===== src/rtl/pc_ir_datapath_regs.sv =====
// Architectural state of the multicycle RISC-V datapath: PC, IR, MDR, ALUOut, the memory
// address mux, IR field decode with immediate generation, and a retired-fetch counter.
module pc_ir_datapath_regs #(
  parameter int unsigned     XLEN      = 32,
  parameter logic [XLEN-1:0] RESET_PC  = '0,
  parameter int unsigned     CNT_WIDTH = 32
) (
  input  logic                 clk,
  input  logic                 rst_n,
  input  logic                 ir_write_i,
  input  logic                 pc_write_i,
  input  logic                 pc_write_cond_i,
  input  logic                 pc_source_i,
  input  logic                 iord_i,
  input  logic                 zero_i,
  input  logic [XLEN-1:0]      alu_result_i,
  input  logic [XLEN-1:0]      mem_rdata_i,
  output logic [XLEN-1:0]      pc_o,
  output logic [XLEN-1:0]      mem_addr_o,
  output logic [31:0]          instr_o,
  output logic [6:0]           opcode_o,
  output logic [4:0]           rd_o,
  output logic [4:0]           rs1_o,
  output logic [4:0]           rs2_o,
  output logic [2:0]           funct3_o,
  output logic [6:0]           funct7_o,
  output logic [XLEN-1:0]      imm_o,
  output logic [XLEN-1:0]      mdr_o,
  output logic [XLEN-1:0]      alu_out_o,
  output logic                 pc_misalign_o,
  output logic [CNT_WIDTH-1:0] instret_o
);

  localparam int unsigned ILEN      = 32;
  localparam logic [ILEN-1:0] NOP_INSTR = 32'h0000_0013;

  localparam logic [6:0] OP_LOAD   = 7'b0000011;
  localparam logic [6:0] OP_IMM    = 7'b0010011;
  localparam logic [6:0] OP_JALR   = 7'b1100111;
  localparam logic [6:0] OP_STORE  = 7'b0100011;
  localparam logic [6:0] OP_BRANCH = 7'b1100011;
  localparam logic [6:0] OP_LUI    = 7'b0110111;
  localparam logic [6:0] OP_AUIPC  = 7'b0010111;
  localparam logic [6:0] OP_JAL    = 7'b1101111;

  logic [XLEN-1:0]      pc_q, pc_d;
  logic [ILEN-1:0]      instr_q, instr_d;
  logic [XLEN-1:0]      mdr_q, mdr_d;
  logic [XLEN-1:0]      alu_out_q, alu_out_d;
  logic                 misalign_q, misalign_d;
  logic [CNT_WIDTH-1:0] instret_q, instret_d;

  logic                 pc_en_c;
  logic [XLEN-1:0]      pc_tgt_c;
  logic signed [31:0]   imm32_c;

  // Unconditional write dominates; conditional write only on a taken branch.
  assign pc_en_c  = pc_write_i | (pc_write_cond_i & zero_i);
  assign pc_tgt_c = pc_source_i ? alu_out_q : alu_result_i;

  always_comb begin
    pc_d       = pc_q;
    instr_d    = instr_q;
    mdr_d      = mem_rdata_i;
    alu_out_d  = alu_result_i;
    misalign_d = 1'b0;
    instret_d  = instret_q;
    if (pc_en_c) begin
      pc_d       = {pc_tgt_c[XLEN-1:2], 2'b00};
      misalign_d = (pc_tgt_c[1:0] != 2'b00);
    end
    if (ir_write_i) begin
      instr_d   = ILEN'(mem_rdata_i);
      instret_d = instret_q + CNT_WIDTH'(1);
    end
  end

  always_ff @(posedge clk or negedge rst_n) begin
    if (!rst_n) begin
      pc_q       <= RESET_PC;
      instr_q    <= NOP_INSTR;
      mdr_q      <= '0;
      alu_out_q  <= '0;
      misalign_q <= 1'b0;
      instret_q  <= '0;
    end else begin
      pc_q       <= pc_d;
      instr_q    <= instr_d;
      mdr_q      <= mdr_d;
      alu_out_q  <= alu_out_d;
      misalign_q <= misalign_d;
      instret_q  <= instret_d;
    end
  end

  // Immediate generation; scrambled B/J bit orders are reassembled before sign extension.
  always_comb begin
    imm32_c = '0;
    unique case (instr_q[6:0])
      OP_LOAD, OP_IMM, OP_JALR:
        imm32_c = 32'($signed(instr_q[31:20]));
      OP_STORE:
        imm32_c = 32'($signed({instr_q[31:25], instr_q[11:7]}));
      OP_BRANCH:
        imm32_c = 32'($signed({instr_q[31], instr_q[7], instr_q[30:25], instr_q[11:8], 1'b0}));
      OP_LUI, OP_AUIPC:
        imm32_c = {instr_q[31:12], 12'b0};
      OP_JAL:
        imm32_c = 32'($signed({instr_q[31], instr_q[19:12], instr_q[20], instr_q[30:21], 1'b0}));
      default:
        imm32_c = '0;
    endcase
  end

  assign opcode_o = instr_q[6:0];
  assign rd_o     = instr_q[11:7];
  assign funct3_o = instr_q[14:12];
  assign rs1_o    = instr_q[19:15];
  assign rs2_o    = instr_q[24:20];
  assign funct7_o = instr_q[31:25];
  assign imm_o    = XLEN'(imm32_c);

  assign mem_addr_o    = iord_i ? alu_out_q : pc_q;
  assign pc_o          = pc_q;
  assign instr_o       = instr_q;
  assign mdr_o         = mdr_q;
  assign alu_out_o     = alu_out_q;
  assign pc_misalign_o = misalign_q;
  assign instret_o     = instret_q;

endmodule


===== config.mk =====
export PLATFORM = sky130hd
export DESIGN_NAME = pc_ir_datapath_regs
export DESIGN_NICKNAME = d
export VERILOG_FILES = /design/src/rtl/pc_ir_datapath_regs.sv
export SDC_FILE = /design/constraint.sdc
export NUM_CORES = 1
export LEC_CHECK = 0
export CAP_MARGIN = 30
export CORE_ASPECT_RATIO = 2
export CORE_UTILIZATION = 41
export DETAILED_ROUTE_END_ITERATION = 12
export PLACE_DENSITY = 0.9
export SLEW_MARGIN = 10
export SYNTH_ARGS = -nofsm -noshare
export SYNTH_HDL_FRONTEND = slang
export SYNTH_SLANG_ARGS = --single-unit

===== constraint.sdc =====
create_clock -name clk -period 2.3 [get_ports clk]
set_input_delay 0.345 -clock clk [delete_from_list [all_inputs] [get_ports clk]]
set_output_delay 0.345 -clock clk [all_outputs]
set_load 0.02 [all_outputs]

==> reports/summary.txt <==
met3 Use GR: 0.0525
Avg WL per Cell: 19.0 microns
Global Route met1 Usage: 0.231
Yosys warnings: 0
core area: 15900 sq um
synthesized cell area: 6650 sq um
clk buf depth: 2
min Tclk post-route: 2.31 ns
Pleak: 0.00484 uW
met2 GRT Util: 0.466
Cell Chain, Critical Path: nand2_4, buf_6, nor2_4, a21o_1, buf_12, a21o_1, buf_6
Final Max Tran Viols: 0
Critical Path Source: instr_o[0]
Starting Density: 0.420
largest net degree at the start of global routing: 62
Die X: 92.1 microns
Worst Path Class, Setup: reg2out
VDD IR max: 498 uV
Num CTS Buffers: 17
worst hold path type: in2reg
startpoint types: flip-flop
port bufs: 326
Worst Reg-to-Reg Cells: 5
worst flop-to-flop path startpoint: instret_o[0]
cell family with most CP delay: flip-flops
via count: 5412
final setup fails: 1
Seq/Total Area, Yosys: 0.599
final core occ: 0.683
GR peak layer: met2
max-cap violation count: 0
CP max FO: 8
die height: 182 microns
Primary FF master, synth: dfrtp_1
Worst Setup EP: imm_o[19]
FF-to-FF setup slack: 0.25 ns
first-pass GRT wire length: 30.8 mm
Layout area overhead: 62.7%
Die Area: 16800 sq um
initial antenna violation count: 0
CP max stage delay: 0.60 ns
Hold Fails Final Rpt: 0
Detailed Place HPWL: 15.1 mm
syn_area_per_cell: 12.8 sq um
Routed Antenna Nets: 0
DR DRC count: 0
fin nets: 919
drt total wl: 20.1 mm
ys async rst share: 1.00
register area: 3980 sq um
Worst-path clk slew: 0.07 ns
H-tree Lvls: 4
Reg-to-Reg End: instret_o[22]
failing checks: setup timing
n_diodes: 0
clock tree sinks: 159
Initial DRC Count: 118
CP arrival: 1.97 ns
worst setup margin: -0.0121 ns
via/cell ratio: 5.11
cell count after synthesis: 518
# IOs: 329
Slew Limit Headroom: 0.549
TritonCTS clock tree: yes
number of synthesized flops with an enable pin: 0
worst path bufs/invs: 3
Crit path depth: 7
Rows: 65
clock latency on the worst-skew pair: 0.41 ns
total grt overflow: 0
Max Clock Freq: 433 MHz
footprint of the multi-input gates: 2400 sq um
CTS root buf: clkbuf_16
vias in the first global route: 5786
outcome: complete, but fails checks
final worst clock skew: 0.0109 ns
endpoint class of the critical path: output port
worst slew pin tran: 0.671 ns
layout cells sized above 1: 0.224
Req. time, crit path: 1.96 ns
slowest stage cell, crit path: dfstp_2
gpl congestion: 0.838
fin crit share: 1.01
Finished Cell Area: 10800 sq um
Synth Register Bits: 159
DRT Pass-1 Iters: 4
PD cells: 735 nW/um^2
Post-Place Cell Area: 10100 sq um
GRT Total Usage: 0.239
Filler Cells Inserted: 1165
Synth cell types: 43
unrepaired setup endpoints after global routing: true
[worst min-delay path by stage]
stage,endpoint,from,slack (ns),depth (start not counted)
after floorplan,alu_out_o[0],rst_n,0.05,0
after global placement,instret_o[10],rst_n,0.33,1
after detailed placement,instret_o[10],rst_n,0.34,1
after CTS,instret_o[4],ir_write_i,0.30,3
after global routing,instret_o[4],ir_write_i,0.33,3
final,instret_o[4],ir_write_i,0.31,3
[flip-flops by register name, summed over array words and instances (netlist names)]
signal	flops
mdr_o	32
instr_o	32
instret_o	32
pc_o	30
pc_misalign_o	1
alu_out_o	32
[synthesized netlist by cell type (2+ instances only)]
cell type | count | area [sq um]
a211oi_1 | 2 | 15.0
a21o_1 | 20 | 150
a22o_1 | 4 | 35.0
and2_1 | 9 | 56.3
and3_1 | 2 | 12.5
buf_1 | 3 | 11.3
buf_2 | 2 | 10.0
buf_4 | 35 | 263
clkbuf_1 | 15 | 56.3
dfrtp_1 | 156 | 3900
dfstp_2 | 3 | 78.8
inv_1 | 3 | 11.3
mux2_2 | 64 | 721
mux2i_1 | 30 | 300
nand2_1 | 42 | 158
nand3_1 | 12 | 60.1
nand4_1 | 10 | 62.6
nand4_2 | 2 | 25.0
nor2_1 | 7 | 26.3
nor3_1 | 5 | 25.0
nor3_2 | 2 | 20.0
nor4_1 | 3 | 18.8
nor4_2 | 3 | 37.5
o21a_1 | 2 | 15.0
o21ai_0 | 33 | 165
or2_2 | 3 | 18.8
or4_1 | 2 | 15.0
xnor2_1 | 24 | 210
xor2_1 | 6 | 52.6
[repair_timing]
item                                    4_1_cts  5_1_grt
hold buffers                                  1        0
pin swaps                                    14       20
buffers inserted                              6        3
resized for setup                           190       23
cloned                                        1        0
hold endpoints to repair                     48        0
endpoints found under the setup margin       62       32
[report_power, final]
group	total (uW)	leakage [uW]	internal (uW)	switching, uW
sequential	3300	0.00191	3040	266
clock	2730	0.000283	1540	1190
combinational	1920	0.00265	967	958
total	7960	0.00484	5540	2420
[final cells by class]
cell class,count,area share
Multi-Input combinational cell,301,0.222
Clock inverter,14,0.0140
Sequential cell,159,0.368
Timing Repair Buffer,363,0.332
Tap cell,201,0.0232
Clock buffer,18,0.0396
Inverter,4,0.00139
[worst min-delay path: cells and delay by family]
family / cells / cell delay (ns)
buffers and inverters: 1 / 0.12
xor gates and xnor gates: 1 / 0.07
and+or+nand+nor: 1 / 0.14
[kinds of logic after synthesis]
| family | after synthesis | share of synthesized area |
|---|---|---|
| adders and majority gates | 1 | 0.00188 |
| DFF | 159 | 0.599 |
| AOI/OAI and AO/OA | 65 | 0.0611 |
| and+or+nand+nor | 109 | 0.0916 |
| other | 1 | 0.000564 |
| xor gates and xnor gates | 30 | 0.0395 |
| muxes | 94 | 0.153 |
| buffers and inverters | 59 | 0.0534 |
[through the flow]
step           worst slack (ns)  power (uW)  instances  TNS [ns]  hold slack, ns
2_1_floorplan             0.113        4220        519         0          0.0494
3_3_place_gp            -0.0528        5240       1017    -0.535           0.331
3_5_place_dp            -0.0759        5290       1017     -1.41           0.335
4_1_cts                 -0.0552        8020       1057    -0.283           0.296
5_1_grt                 -0.0734        8270       1060    -0.849           0.329
6_report                -0.0121        7960       1060   -0.0121           0.315
[routing by layer]
layer	share of wire	wire, microns
met5	0	0
met4	0.033	663
met3	0.052	1050
met2	0.57	11500
met1	0.34	6930
[cells in the final DEF (no fill, tap or decap), types with 8 or more instances in the layout]
| cell | instances |
|---|---|
| a21o_1 | 20 |
| o21ai_0 | 33 |
| dlygate4sd2_1 | 30 |
| nand3_1 | 12 |
| mux2_2 | 64 |
| mux2i_1 | 30 |
| xnor2_1 | 24 |
| clkbuf_16 | 17 |
| dfrtp_1 | 156 |
| buf_4 | 26 |
| and2_1 | 8 |
| buf_6 | 27 |
| nand2_1 | 41 |
| clkdlybuf4s50_1 | 261 |
| nand4_1 | 10 |
(Power assumes the default switching activity.)
==> edit 1: new RTL, same settings <==
`CNT_WIDTH`: 32 -> 40.
--- a/src/rtl/pc_ir_datapath_regs.sv
+++ b/src/rtl/pc_ir_datapath_regs.sv
@@ -3,7 +3,7 @@
 module pc_ir_datapath_regs #(
   parameter int unsigned     XLEN      = 32,
   parameter logic [XLEN-1:0] RESET_PC  = '0,
-  parameter int unsigned     CNT_WIDTH = 32
+  parameter int unsigned     CNT_WIDTH = 40
 ) (
   input  logic                 clk,
   input  logic                 rst_n,
Interface: changed (resized instret_o); port bits go from 329 to 337. No check against the original RTL was run, so the function may have changed too.
==> edit 1 against the unedited design <==
The run ends with design-rule violations, negative setup slack left. Power up 4.0%. Count of clock-buffer cells in the layout up 3. Sequential share of layout area down 0.21 points. Setup slack worse by 0.081 ns. Sequential cell count up 8. Combinational power up 3%. Routed wire length up 7.6%. Area after synthesis up 7.5%. Cell area up 5.7%. Largest power group unchanged.
==> edit 1: results <==
status:
  status: "finished, violations left"
  violations: "design-rule violations, negative setup slack"
drt:
  via_per_inst: 5.17
  drt-initial-drc-count: 202
  avgRoutedWirePerCell_um: 19.4
  dr.pass1.iters: 9
  drc: 2
  routed_wirelength_um: 21600
setup_path:
  arrival_ns: 2.05
  max_stage_delay_ns: 0.53
  cp_max_fo: 6
global_routing:
  use_met3_pct: 6.98
  met1_usage_pct: 24.1
  grt_use_total_pct: 24.6
  grt_first_pass_wirelength_um: 32900
  grt_max_degree: 54
  grt_pass1_vias: 6060
  grt_util_met2_pct: 44.4
  antenna_found_initial: 1
power_and_ir_drop:
  p_int_w: 0.00587
  pg_clk_w: 0.00285
  power.static_leakage_nw: 5.11
  peakVddDrop_v: 0.000637
  power.density_mw_per_mm2: 723
  sequentialPowerShare_pct: 41.7
clocking:
  clock_path_buffers: 2
  numCtsBuffers: 17
placement:
  portBuffers: 334
  globalplace.congestion: 0.947
  place_area_sq_mm: 0.0107
  post-place-cells: 1080
  pre_cts_ws_ns: -0.172
  hpwl_um: 16300
synthesis:
  syn_inst: 562
  ys_seq_area_share_pct: 58.5
  synth_cell_types: 51
  yosys.area_share.xor_xnor_pct: 4.65
  synth_common_cells: "dfrtp_1, mux2_2, nand2_1, buf_4, o21ai_0"
  synth_fa_ha_area_share_pct: 0.175
  synth_area_leaders: "dfrtp_1, mux2_2, mux2i_1, buf_4, xnor2_1"
  synth.area.mux_share_pct: 14.3
  synth_compound_area_share_pct: 5.67
timing:
  max-slew-margin-rel_pct: 54.4
  setup_tns_ns: -1.10
  finalSetupViolations: 22
  fin_ws_ns: -0.0935
  worst_clock_skew_ns: 0.00833
cells_and_area:
  nets: 965
  drive_gt1_share_pct: 21.7
edit 1: cell types whose count changed after synthesis, moves of 3 or more:
cell,unedited run,this run
nor2_1,7,10
xor2_1,6,11
and3_1,2,5
nand4_1,10,15
xnor2_1,24,27
dfrtp_1,156,164
nand3b_1,0,3
nand2_1,42,47
edit 1: layout make-up:
type                    instances  area, sq um
fillers                      1252         5750
flip-flops and latches        167         4190
repair buffers                369         3720
multi-input cells             334         2670
clock buffers                  21          440
well taps                     210          263
clock inverters                11          150
inverters                       3         11.3
diodes                          1         2.50
edit 1: repair_timing:
item | 4_1_cts | 5_1_grt
endpoints found under the hold margin | 47 | 0
buffers inserted | 3 | 2
gates cloned | 0 | 1
hold buffers | 1 | 0
endpoints found under the setup margin | 62 | 32
pin swaps | 6 | 16
gates resized for setup | 200 | 43
edit 1: routing by layer:
layer  vias to the layer above  wire [um]  part of all wire, %
met3                        69       1370                  6.3
met5                         -          0                    0
met2                       263      12000                   56
met1                      2838       7160                   33
met4                         0       1070                  4.9
li1                       2597          -                    -
edit 1: logic make-up after synthesis:
group	after synthesis
flip-flops	167
AND/OR/NAND/NOR	136
multiplexers	94
AO/OA/AOI/OAI	63
buffers and inverters	62
XOR/XNOR	38
adder cells (fa/ha/maj)	1
other	1
edit 1: worst paths after layout:
check	endpoint	slack, ns	cells after the start
hold / removal	instret_o[0]$_DFFE_PN0P_	0.20	2
hold reg to reg	instret_o[39]$_DFFE_PN0P_	0.47	1
setup / recovery	imm_o[27]	-0.09	6
setup reg to reg	instret_o[34]$_DFFE_PN0P_	0.31	5
max in group asynchronous	instr_o[0]$_DFFE_PN1P_	1.14	3
min in group asynchronous	instret_o[24]$_DFFE_PN0P_	0.43	2
==> edit 2: new RTL, config.mk and constraints unchanged <==
Without the edit above. `instret_q` no longer has a reset.
--- a/src/rtl/pc_ir_datapath_regs.sv
+++ b/src/rtl/pc_ir_datapath_regs.sv
@@ -82,15 +82,17 @@
       mdr_q      <= '0;
       alu_out_q  <= '0;
       misalign_q <= 1'b0;
-      instret_q  <= '0;
     end else begin
       pc_q       <= pc_d;
       instr_q    <= instr_d;
       mdr_q      <= mdr_d;
       alu_out_q  <= alu_out_d;
       misalign_q <= misalign_d;
-      instret_q  <= instret_d;
     end
+  end
+
+  always_ff @(posedge clk) begin
+    instret_q <= instret_d;
   end
 
   // Immediate generation; scrambled B/J bit orders are reassembled before sign extension.
Check against the original RTL: not equivalent (a bounded check fails within 4 cycles, from zero or initial values and one cycle with rst_n low).
==> edit 2 against the unedited design <==
Setup slack got worse by 0.19 ns. Fmax decreased by 7.6%. Final cell count increased by 1.1%. Largest power group unchanged. Routed wire length increased by 15%. Worst hold slack got worse by 0.30 ns. Area after synthesis increased by 3.7%. Sequential cell count unchanged. Highest routed layer unchanged. Sequential share of layout area about the same. The flow still finishes with violations (negative setup slack). Utilization increased by 0.69 points. Non-clock buffer count increased by 6. Cell area increased by 4.1%. Global-route usage increased by 2.2 points. Power increased by 2.5%. Count of clock-buffer cells in the layout increased by 6.
==> edit 2: results <==
cells_and_area:
  n_all_buffers: 369
  buffer_area_share_pct: 33.2
  clk_share_pct: 5.37
  fill_cells: 1080
  seqCellArea_sq_mm: 0.00415
  seq_share_pct: 36.8
  nClkBuffers: 24
  multi_input_area_sq_mm: 0.00250
  multi_input_gates: 304
  nets: 928
  drive_gt1_share_pct: 24.1
synthesis:
  synth_area_leaders: "dfrtp_1, edfxtp_1, mux2_2, mux2i_1, buf_4"
  synth_edf_count: 32
  synth_common_cells: "dfrtp_1, mux2_2, nand2_1, buf_4, edfxtp_1"
  syn_area_sq_mm: 0.00690
  ys_seq_area_share_pct: 60.0
  syn_area_per_cell_sq_um: 13.1
global_routing:
  grt_first_pass_wirelength_um: 33300
  use_met3_pct: 6.50
  grt_max_degree: 128
  grt_pass1_vias: 5932
  grt_util_met2_pct: 50.1
  met1_usage_pct: 24.6
setup_path:
  r2r_cells: 4
  worstSetupEndpoint: "imm_o[4]"
  crit_family: "simple AND/OR/NAND/NOR gates"
  cp_max_fo: 4
  arrival_ns: 2.16
  r2r-end: "instret_o[26]$_DFFE_PP_"
  timing.rr.start: "instret_o[11]$_DFFE_PP_"
  max_stage_delay_ns: 0.55
drt:
  avgRoutedWirePerCell_um: 21.6
  wl_met2_um: 13300
  routed_wirelength_um: 23200
  dr_wl_met3_um: 1560
  m1WireLength_um: 7320
  drt-initial-drc-count: 202
  vias: 5607
status:
  violations: "negative setup slack"
  status: "finished, violations left"
timing:
  setup_tns_ns: -3.57
  worst_clock_skew_ns: 0.00782
  whs_ns: 0.0162
  worstMarginPinSlew_ns: 0.685
  fin_ws_ns: -0.202
  finalSetupViolations: 32
placement:
  hpwl_um: 16000
  place_area_sq_mm: 0.0104
  post-place-cells: 1030
  pre_cts_ws_ns: -0.216
clocking:
  cts-resized-gates: 177
  post-cts-setup-buffers: 4
power_and_ir_drop:
  switching_power_w: 0.00231
  p_int_w: 0.00585
  peakVddDrop_v: 0.000510
min_path:
  hp-class: "input pin to asynchronous set/reset pin"
edit 2: cell types whose count changed in the layout (fill, tap and decap cells not counted), sizes merged, moves of 3 or more:
cell	before	now
inv	11	4
buf	64	78
nand3	13	16
nand4	12	4
xnor2	24	9
nor4	7	11
dlygate4sd2	30	0
xor2	6	21
dfrtp	156	124
clkdlybuf4s50	261	290
edfxtp	0	32
clkdlybuf4s15	5	0
clkbuf	20	25
edit 2: cells by family (layout without fill, tap and decap cells):
| kind of cell | after synthesis | in the layout | share of synthesized area [%] |
|---|---|---|---|
| other cells | 1 | 2 | 0.0543 |
| flops | 159 | 159 | 60.0 |
| fa+ha+maj | 1 | 1 | 0.181 |
| buf+inv | 67 | 405 | 5.87 |
| compound gates | 62 | 62 | 5.69 |
| xor+xnor | 30 | 30 | 3.81 |
| mux | 93 | 93 | 14.6 |
| simple gates | 115 | 116 | 9.72 |
